<file path="src/rtl/operand_stage_pkg.sv">
// Shared definitions for the operand stage: default sizes, the register
// address type, the control-bundle type and a range-check helper.
package operand_stage_pkg;

  localparam int unsigned NREGS_DEF = 13;
  localparam int unsigned XLEN_DEF  = 32;
  localparam int unsigned CTRLW_DEF = 16;
  localparam int unsigned ADDRW     = 4;

  typedef logic [ADDRW-1:0]     reg_addr_t;
  typedef logic [CTRLW_DEF-1:0] ctrl_t;

  // True when the address names a tracked architectural register.
  function automatic logic addr_in_range(input reg_addr_t addr, input int unsigned nregs);
    return (32'(addr) < nregs);
  endfunction

endpackage

</file>
<file path="src/rtl/operand_bypass_mux.sv">
// Per-source operand select: out-of-range address reads as zero, a matching
// writeback (when OPERAND_BYPASS_EN is defined) forwards wb_data, otherwise
// the register file read data is used.
// Ports:
//   addr, rdata                 - source address and its register file data
//   wb_en, wb_addr, wb_data     - writeback port
//   hit_c                       - writeback forwarded to this source
//   operand_c                   - selected operand
// Configuration: OPERAND_BYPASS_EN enables the writeback forwarding path.
module operand_bypass_mux
  import operand_stage_pkg::*;
#(
  parameter int unsigned NREGS = NREGS_DEF,
  parameter int unsigned XLEN  = XLEN_DEF
) (
  input  reg_addr_t         addr,
  input  logic [XLEN-1:0]   rdata,
  input  logic              wb_en,
  input  reg_addr_t         wb_addr,
  input  logic [XLEN-1:0]   wb_data,
  output logic              hit_c,
  output logic [XLEN-1:0]   operand_c
);

  logic in_range_c;

`ifdef OPERAND_BYPASS_EN
  assign hit_c = in_range_c & wb_en & (wb_addr == addr);
`else
  logic unused_wb_c;
  assign unused_wb_c = ^{wb_en, wb_addr, wb_data};
  assign hit_c       = 1'b0;
`endif

  always_comb begin
    in_range_c = addr_in_range(addr, NREGS);
    operand_c  = '0;
    if (!in_range_c) begin
      operand_c = '0;
`ifdef OPERAND_BYPASS_EN
    end else if (hit_c) begin
      operand_c = wb_data;
`endif
    end else begin
      operand_c = rdata;
    end
  end

endmodule

</file>
<file path="src/rtl/operand_stage.sv">
// Operand fetch pipeline stage with a register scoreboard. Latches three
// operands plus destination/control for one instruction, stalls on RAW/WAW
// hazards against in-flight writers, and clears scoreboard bits on writeback.
// Ports:
//   clk, rst                    - clock, asynchronous active-low reset
//   in_valid/in_ready           - upstream handshake (in_ready is combinational)
//   a1..a3, r1..r3              - source addresses and register file data
//   in_regwrite, in_ctrl        - destination write flag, opaque control bundle
//   flush                       - kill the held instruction
//   wb_en, wb_addr, wb_data     - writeback port
//   out_valid/out_ready         - downstream handshake
//   out_opa/opb/opc, out_dest, out_regwrite, out_ctrl - held instruction
// Configuration: OPERAND_BYPASS_EN enables writeback forwarding into operands.
module operand_stage
  import operand_stage_pkg::*;
#(
  parameter int unsigned NREGS = NREGS_DEF,
  parameter int unsigned XLEN  = XLEN_DEF,
  parameter int unsigned CTRLW = CTRLW_DEF
) (
  input  logic              clk,
  input  logic              rst,
  input  logic              in_valid,
  output logic              in_ready,
  input  reg_addr_t         a1,
  input  reg_addr_t         a2,
  input  reg_addr_t         a3,
  input  logic [XLEN-1:0]   r1,
  input  logic [XLEN-1:0]   r2,
  input  logic [XLEN-1:0]   r3,
  input  logic              in_regwrite,
  input  logic [CTRLW-1:0]  in_ctrl,
  input  logic              flush,
  input  logic              wb_en,
  input  reg_addr_t         wb_addr,
  input  logic [XLEN-1:0]   wb_data,
  output logic              out_valid,
  input  logic              out_ready,
  output logic [XLEN-1:0]   out_opa,
  output logic [XLEN-1:0]   out_opb,
  output logic [XLEN-1:0]   out_opc,
  output reg_addr_t         out_dest,
  output logic              out_regwrite,
  output logic [CTRLW-1:0]  out_ctrl
);

  logic [XLEN-1:0]  opa_c, opb_c, opc_c;
  logic [2:0]       hit_c;
  reg_addr_t        src_c [3];
  logic             hazard_c, accept_c, issue_c;

  logic             out_valid_q, out_valid_d;
  logic             out_regwrite_q, out_regwrite_d;
  logic [XLEN-1:0]  out_opa_q, out_opa_d;
  logic [XLEN-1:0]  out_opb_q, out_opb_d;
  logic [XLEN-1:0]  out_opc_q, out_opc_d;
  reg_addr_t        out_dest_q, out_dest_d;
  logic [CTRLW-1:0] out_ctrl_q, out_ctrl_d;
  logic [NREGS-1:0] pending_q, pending_d;

  operand_bypass_mux #(.NREGS(NREGS), .XLEN(XLEN)) u_mux_a (
    .addr(a1), .rdata(r1), .wb_en(wb_en), .wb_addr(wb_addr), .wb_data(wb_data),
    .hit_c(hit_c[0]), .operand_c(opa_c)
  );
  operand_bypass_mux #(.NREGS(NREGS), .XLEN(XLEN)) u_mux_b (
    .addr(a2), .rdata(r2), .wb_en(wb_en), .wb_addr(wb_addr), .wb_data(wb_data),
    .hit_c(hit_c[1]), .operand_c(opb_c)
  );
  operand_bypass_mux #(.NREGS(NREGS), .XLEN(XLEN)) u_mux_c (
    .addr(a3), .rdata(r3), .wb_en(wb_en), .wb_addr(wb_addr), .wb_data(wb_data),
    .hit_c(hit_c[2]), .operand_c(opc_c)
  );

  // Hazard: an in-range source is pending without a forwarding hit, or it
  // matches the destination of the writer currently held in this stage.
  always_comb begin
    src_c[0] = a1;
    src_c[1] = a2;
    src_c[2] = a3;
    hazard_c = 1'b0;
    for (int s = 0; s < 3; s++) begin
      for (int unsigned i = 0; i < NREGS; i++) begin
        if (src_c[s] == ADDRW'(i)) begin
          if ((pending_q[i] && !hit_c[s]) ||
              (out_valid_q && out_regwrite_q && (out_dest_q == src_c[s]))) begin
            hazard_c = 1'b1;
          end
        end
      end
    end
  end

  assign in_ready = (~out_valid_q | out_ready) & ~hazard_c & ~flush;
  assign accept_c = in_valid & in_ready;
  assign issue_c  = out_valid_q & out_ready;

  // Scoreboard: writeback clears first so a same-cycle issue set wins.
  always_comb begin
    pending_d = pending_q;
    for (int unsigned i = 0; i < NREGS; i++) begin
      if (wb_en && (wb_addr == ADDRW'(i))) begin
        pending_d[i] = 1'b0;
      end
    end
    for (int unsigned i = 0; i < NREGS; i++) begin
      if (issue_c && out_regwrite_q && (out_dest_q == ADDRW'(i))) begin
        pending_d[i] = 1'b1;
      end
    end
  end

  // Output register: load on accept, drop valid on issue or flush, else hold.
  always_comb begin
    out_valid_d    = out_valid_q;
    out_regwrite_d = out_regwrite_q;
    out_opa_d      = out_opa_q;
    out_opb_d      = out_opb_q;
    out_opc_d      = out_opc_q;
    out_dest_d     = out_dest_q;
    out_ctrl_d     = out_ctrl_q;
    if (accept_c) begin
      out_valid_d    = 1'b1;
      out_regwrite_d = in_regwrite;
      out_opa_d      = opa_c;
      out_opb_d      = opb_c;
      out_opc_d      = opc_c;
      out_dest_d     = a3;
      out_ctrl_d     = in_ctrl;
    end else if (issue_c || flush) begin
      out_valid_d = 1'b0;
    end
  end

  always_ff @(posedge clk or negedge rst) begin
    if (!rst) begin
      out_valid_q    <= 1'b0;
      out_regwrite_q <= 1'b0;
      out_opa_q      <= '0;
      out_opb_q      <= '0;
      out_opc_q      <= '0;
      out_dest_q     <= '0;
      out_ctrl_q     <= '0;
      pending_q      <= '0;
    end else begin
      out_valid_q    <= out_valid_d;
      out_regwrite_q <= out_regwrite_d;
      out_opa_q      <= out_opa_d;
      out_opb_q      <= out_opb_d;
      out_opc_q      <= out_opc_d;
      out_dest_q     <= out_dest_d;
      out_ctrl_q     <= out_ctrl_d;
      pending_q      <= pending_d;
    end
  end

  assign out_valid    = out_valid_q;
  assign out_regwrite = out_regwrite_q;
  assign out_opa      = out_opa_q;
  assign out_opb      = out_opb_q;
  assign out_opc      = out_opc_q;
  assign out_dest     = out_dest_q;
  assign out_ctrl     = out_ctrl_q;

endmodule

</file>
<file path="config.mk">
export PLATFORM = sky130hd
export DESIGN_NAME = operand_stage
export DESIGN_NICKNAME = d
export VERILOG_FILES = /design/src/rtl/operand_stage_pkg.sv /design/src/rtl/operand_bypass_mux.sv /design/src/rtl/operand_stage.sv
export SDC_FILE = /design/constraint.sdc
export NUM_CORES = 1
export LEC_CHECK = 0
export CELL_PAD_IN_SITES_DETAIL_PLACEMENT = 1
export CELL_PAD_IN_SITES_GLOBAL_PLACEMENT = 1
export CORE_MARGIN = 3
export CORE_UTILIZATION = 33
export DETAILED_ROUTE_END_ITERATION = 7
export PLACE_DENSITY = 0.9
export SYNTH_ARGS = -nofsm -noshare
export SYNTH_HDL_FRONTEND = slang
export SYNTH_SLANG_ARGS = --single-unit
</file>
<file path="constraint.sdc">
create_clock -name clk -period 3.5 [get_ports clk]
set_input_delay 0.525 -clock clk [delete_from_list [all_inputs] [get_ports clk]]
set_output_delay 0.525 -clock clk [all_outputs]
set_load 0.01 [all_outputs]
</file>
[Word level (Yosys, flattened, before mapping)]
Cells that the tools add are included.
Cells by class
  $lt $le $gt $ge: 3
  equality and inequality tests: 63
  mux-type cells: 109
  bitwise operators: 8
  reductions and logical operators: 90
Operators with widths (count)
  1-bit 2-to-1 mux: 106
  4-bit == test, second input constant: 25
  32-bit 2-to-1 mux: 3
  4-bit by 3-bit == test with 1-bit output, second input constant: 20
  4-bit by 2-bit == test with 1-bit output, second input constant: 10
  1-bit logical OR: 40
  1-bit logical AND: 31
  2-bit nonzero test: 14
  4-bit by 1-bit == test with 1-bit output, second input constant: 5
  4-bit logical NOT: 5
  4-bit == test: 3
  4-bit less-than comparator, second input constant: 3
  1-bit AND: 4
  1-bit inverter: 3
  1-bit bitwise OR: 1
Word-level totals
  register bits after elaboration: 131
  input port bits: 167
  output and inout bits: 119

[Depth between registers and ports, before layout]
Gate-level depths: netlist (run 1).
  depth after elaboration: 86
  gate-level depth with buffers: 10

[Modules after synthesis]
From an unflattened synthesis (run 1), not the netlist that was laid out.
Second synthesis, totals
  cells, all modules: 535
  area, all modules: 6641.4 um^2
By module, submodules not included
  operand_stage: instances 1, cells each 421, area an instance 5841.9 um^2, sequential area each 3278.1 um^2
  operand_bypass_mux: instances 3, cells each 38, area an instance 266.5 um^2, sequential area each 0.0 um^2

[Worst setup path before layout (run 1)]
No wires, ideal clock.
  kind: input-to-output
  start: input port a2[0]
  end: output port in_ready
  arrival: 2.272 ns
  data required time: 2.975 ns
  setup slack: 0.703 ns
  stages on the path: 7
  buffers on the path: 1
  path through: clkbuf_1 mux2_1 a32o_1 a2111o_1 nor4_1 nand3b_1 nor4_1
On the way
  word-level cells in the longest chain between the ends: 58
  elaborated cells between the ends (all ways): 83
  those cells by class: 13 x eq/ne; 52 x mux; 3 x bitwise; 15 x reduce/logical
Ends and longest elaborated chain
  start: declaration: RTL line operand_stage.sv:26  | input reg_addr_t a2,
  4-bit == test: RTL line operand_stage.sv:85  | (out_valid_q && out_regwrite_q && (out_dest_q == src_c[s]))) begin
  1-bit logical AND: RTL line operand_stage.sv:85
  1-bit logical OR: RTL line operand_stage.sv:84  | if ((pending_q[i] && !hit_c[s]) ||
  1-bit 2-to-1 mux: RTL line operand_stage.sv:84
  1-bit 2-to-1 mux: RTL line operand_stage.sv:83  | if (src_c[s] == ADDRW'(i)) begin
  1-bit 2-to-1 mux: RTL line operand_stage.sv:84
  1-bit 2-to-1 mux: RTL line operand_stage.sv:83
  1-bit 2-to-1 mux: RTL line operand_stage.sv:84
  (+41 left out)
  1-bit 2-to-1 mux: RTL line operand_stage.sv:84
  1-bit 2-to-1 mux (*): RTL line operand_stage.sv:83
  1-bit 2-to-1 mux: RTL line operand_stage.sv:84
  1-bit 2-to-1 mux (*): RTL line operand_stage.sv:83
  1-bit 2-to-1 mux: RTL line operand_stage.sv:84
  1-bit 2-to-1 mux (*): RTL line operand_stage.sv:83
  1-bit inverter (*): RTL line operand_stage.sv:93  | assign in_ready = (~out_valid_q | out_ready) & ~hazard_c & ~flush;
  1-bit AND (*) (2 in series): RTL line operand_stage.sv:93
  end: declaration: RTL line operand_stage.sv:24  | output logic in_ready,
Every way passes the cells marked *; elsewhere a longest branch is shown, timed or not.

[Final worst setup path (run 1)]
  start: input port a2[1]
  end: output port in_ready
The elaborated chain is that of the path after synthesis.

==> results of run 1 <==
-- report_power, final --
group / internal (mW) / switching, mW
Clock: 1.06 / 0.719
Sequential: 2.26 / 0.502
Combinational: 1.98 / 1.58
-- metal layers --
layer / vias up / global-route usage (%) / wire length [um]
met2: 198 / 37.9 / 11400
li1: 2598 / - / -
met5: - / 0 / 13
met3: 32 / 6.25 / 1540
met1: 2777 / 23.7 / 8390
met4: 2 / 6.94 / 487
-- sequential cells by signal, indices dropped and copies added, names as in the netlist --
| name | count |
|---|---|
| out_opa | 32 |
| out_opb | 32 |
| out_opc | 32 |
| out_ctrl | 16 |
| pending_q | 13 |
| out_dest | 4 |
| out_regwrite | 1 |
| out_valid | 1 |
-- timing repair --
action | 4_1_cts | 5_1_grt
setup endpoints to repair | 1 | 1
cloned | 0 | 0
endpoints found under the hold margin | 0 | 0
setup buffers | 0 | 0
resized for setup | 1 | 2
-- final timing paths --
path | startpoint | end | slack [ns] | depth (start not counted)
hold reg to reg | out_ctrl[14] | out_ctrl[14] | 0.50 | 1
setup reg to reg | pending_q[6] | out_ctrl[3] | 0.84 | 8
setup / recovery | a2[1] | in_ready | 0.16 | 9
hold / removal | rst | out_opa[5] | 0.11 | 1
max in group asynchronous | rst | out_opb[11] | 2.61 | 2
min in group clk | out_ctrl[14] | out_ctrl[14] | 0.50 | 1
-- cell usage in the layout (no fill, tap or decap), types with 2 or more instances in the layout --
| cell | count |
|---|---|
| a2111oi_0 | 2 |
| clkinv_2 | 3 |
| nand3b_1 | 12 |
| nor2_1 | 10 |
| inv_6 | 4 |
| o21ai_0 | 29 |
| nand2b_1 | 7 |
| buf_12 | 6 |
| a22o_1 | 2 |
| clkinv_4 | 2 |
| nor3b_1 | 2 |
| clkinvlp_4 | 2 |
| or2_2 | 3 |
| and3_1 | 3 |
| and3b_1 | 2 |
| inv_1 | 102 |
| buf_4 | 33 |
| o21ai_1 | 4 |
| nor4b_1 | 3 |
| a32o_1 | 2 |
| o211ai_1 | 3 |
| mux2_1 | 25 |
| dfrtp_1 | 131 |
| nor2b_1 | 2 |
| xnor2_1 | 8 |
| mux2i_1 | 99 |
| bufinv_16 | 2 |
| nand2_1 | 108 |
| nand4_1 | 3 |
| and2_1 | 5 |
| clkbuf_16 | 17 |
| clkdlybuf4s50_1 | 251 |
| a21oi_1 | 3 |
| nor3_1 | 3 |
| o31ai_1 | 2 |
-- area by class of cell --
class | instances | area (sq um) | area share [%]
timing repair buffer | 292 | 2900 | 29.0
clock buffer | 17 | 425 | 4.25
multi-input combinational | 360 | 2540 | 25.4
clock inverter | 14 | 154 | 1.54
sequential | 131 | 3280 | 32.7
inverter | 103 | 387 | 3.86
tap | 260 | 325 | 3.25
-- cell families (layout without fill, tap and decap cells) --
group                     after synthesis  in the layout  share of synthesized area (%)
buffers and inverters                 140            426                           8.94
xor gates and xnor gates                9              9                           1.24
AOI/OAI and AO/OA                      57             57                           5.81
and+or+nand+nor                       170            170                           12.6
muxes                                 124            124                           20.0
DFF                                   131            131                           51.5
-- metrics by stage --
stage / instance area [sq um] / cells
2_1_floorplan: 6370 / 631
3_3_place_gp: 9410 / 1146
3_5_place_dp: 9410 / 1146
4_1_cts: 9990 / 1177
5_1_grt: 10000 / 1177
6_report: 10000 / 1177
-- worst reg2reg max path, cell delays in order, from the launching register on --
cell,delay [ns]
dfrtp_1,0.45
mux2_1,0.33
a22o_1,0.21
a2111o_1,0.37
nor4_2,0.14
buf_4,0.15
nand4b_1,0.22
buf_12,0.28
mux2_1,0.38
==> summary.txt, run 1 <==
Outcome
  • Status: complete, no violations

Global route
  • First-pass GRT wire length: 34900 um
  • Total grt overflow: 0
  • Initial antenna violation count: 1
  • Number of global-route vias before repair: 6279
  • GRT Overall Usage: 21.0%
  • Largest net degree at the start of global routing: 68

STA
  • Crit path time final: 3.34 ns
  • Setup TNS: 0 ns
  • Final WS setup: 0.161 ns
  • RSZ-0062 raised after global routing: no
  • Tcrit/Tclk final: 95.4%
  • Upper clock frequency limit: 0.300 GHz
  • Final hold violations: 0
  • Post-Route Skew: ~0.0096 ns
  • Finish-stage setup viols: 0
  • Slew @ Worst Pin: 0.726 ns
  • Hold slack: about 0.11 ns
  • Slew margin rel.: 51.6%
  • Slew Limit Fails: 0

Drt
  • WL per Instance: roughly 19 um
  • DRT Wirelength: 21800 um
  • Remaining DRCs: 0
  • Antenna Violating Nets Remaining: 0
  • Via/cell ratio: 4.76
  • Drt pass-1 iters: 4
  • Via count: 5607
  • 1st-iter DRT viols: 206

Logic synthesis
  • Post-synth EDFFs: 0
  • Async SR Flop Fraction: 100%
  • Sequential area share after synthesis: between 50% and 60%
  • Count leader, synth: dfrtp_1
  • Synth unique cells: 48
  • Synthesized area: 0.00637 sq mm
  • Ys flop type: dfrtp_1
  • Number of synthesis warnings: 0
  • Yosys top cell by area: dfrtp_1
  • Cells after Synth: 631
  • Synthesis-stage register bit count: 131
  • Synth top area cells: dfrtp_1 (51%), mux2i_1 (16%), nand2_1 (6.4%), inv_1 (6.0%), mux2_1 (4.4%)
  • Yosys top cell area share: 51.5%
  • Net count after synthesis: 798
  • Mapped Avg Cell Area: 10.1 sq um
  • Top cells by count, synth: dfrtp_1 (131), nand2_1 (108), inv_1 (102)

Worst setup path
  • Cell Chain, Critical Path: clkdlybuf4s50_1 -> mux2_1 -> a22o_1 -> a2111o_1 -> nor4_2 -> buf_4 -> nand3b_1 -> nor4_1 -> dlygate4sd2_1
  • Startpoint types: primary input
  • Buffers and inverters on the worst path: 3
  • Worst setup path class: in2out
  • Critical path arrival: 2.81 ns
  • Crit-path leading delay family: buffers and inverters
  • CP endpoint kind: primary output
  • Slowest Stage Delay on Critical Path: between 0.5 and 0.6 ns
  • CP max-delay cell: clkdlybuf4s50_1
  • Crit path required time: 2.97 ns
  • Crit path max fanout: 2

Floorplanning
  • Die H: 145 um
  • Die area: 0.0210 sq mm
  • Core area: between 0.015 and 0.02 sq mm
  • Die Wd: 145 um
  • # IOs: 286
  • Standard-cell rows: 50
  • Starting density of the core: 33.8%

Placed design
  • GPL Wtd Cong: 0.914
  • Port Buffers: roughly 250
  • Placement Setup Slack: -0.139 ns
  • Placed wire-length estimate: 16700 um

Final layout
  • Ant. Diodes: 0
  • Layout cells sized above 1: 8.40%
  • Fin util: 53.2%
  • P&R area growth vs syn: 57.2%
  • # fillers: 2051
  • Final Net Count: roughly 1100

Clock tree
  • Hold Buf Count CTS: 0
  • Clk_lat worst skew: 0.41 ns
  • Clk pin slew, worst setup/hold paths: 0.06 ns
  • # clock sinks: 131
  • CTS H-tree lvls: 4
  • Maximum clock insertion buffer count: 2
  • CTS tree: done
  • CTS root buffer: clkbuf_16
  • Inserted Clock Buffers: 17

Worst hold path
  • Worst min path class: in2async

Power
  • PnR Total Power: 8.09 mW
  • Pwr dens: 808 mW/mm^2
  • Worst VDD drop: between 300 and 400 uV
  • Leak: 5.09 nW

Run
  • Maxcap violations: 0
(Power assumes the default switching activity.)
==> run 2: changes to the inputs <==
Settings changed: CAP_MARGIN set to 20.
==> results of run 2 <==
Same layout as run 1: the final DEF is identical, and so are final timing and power.
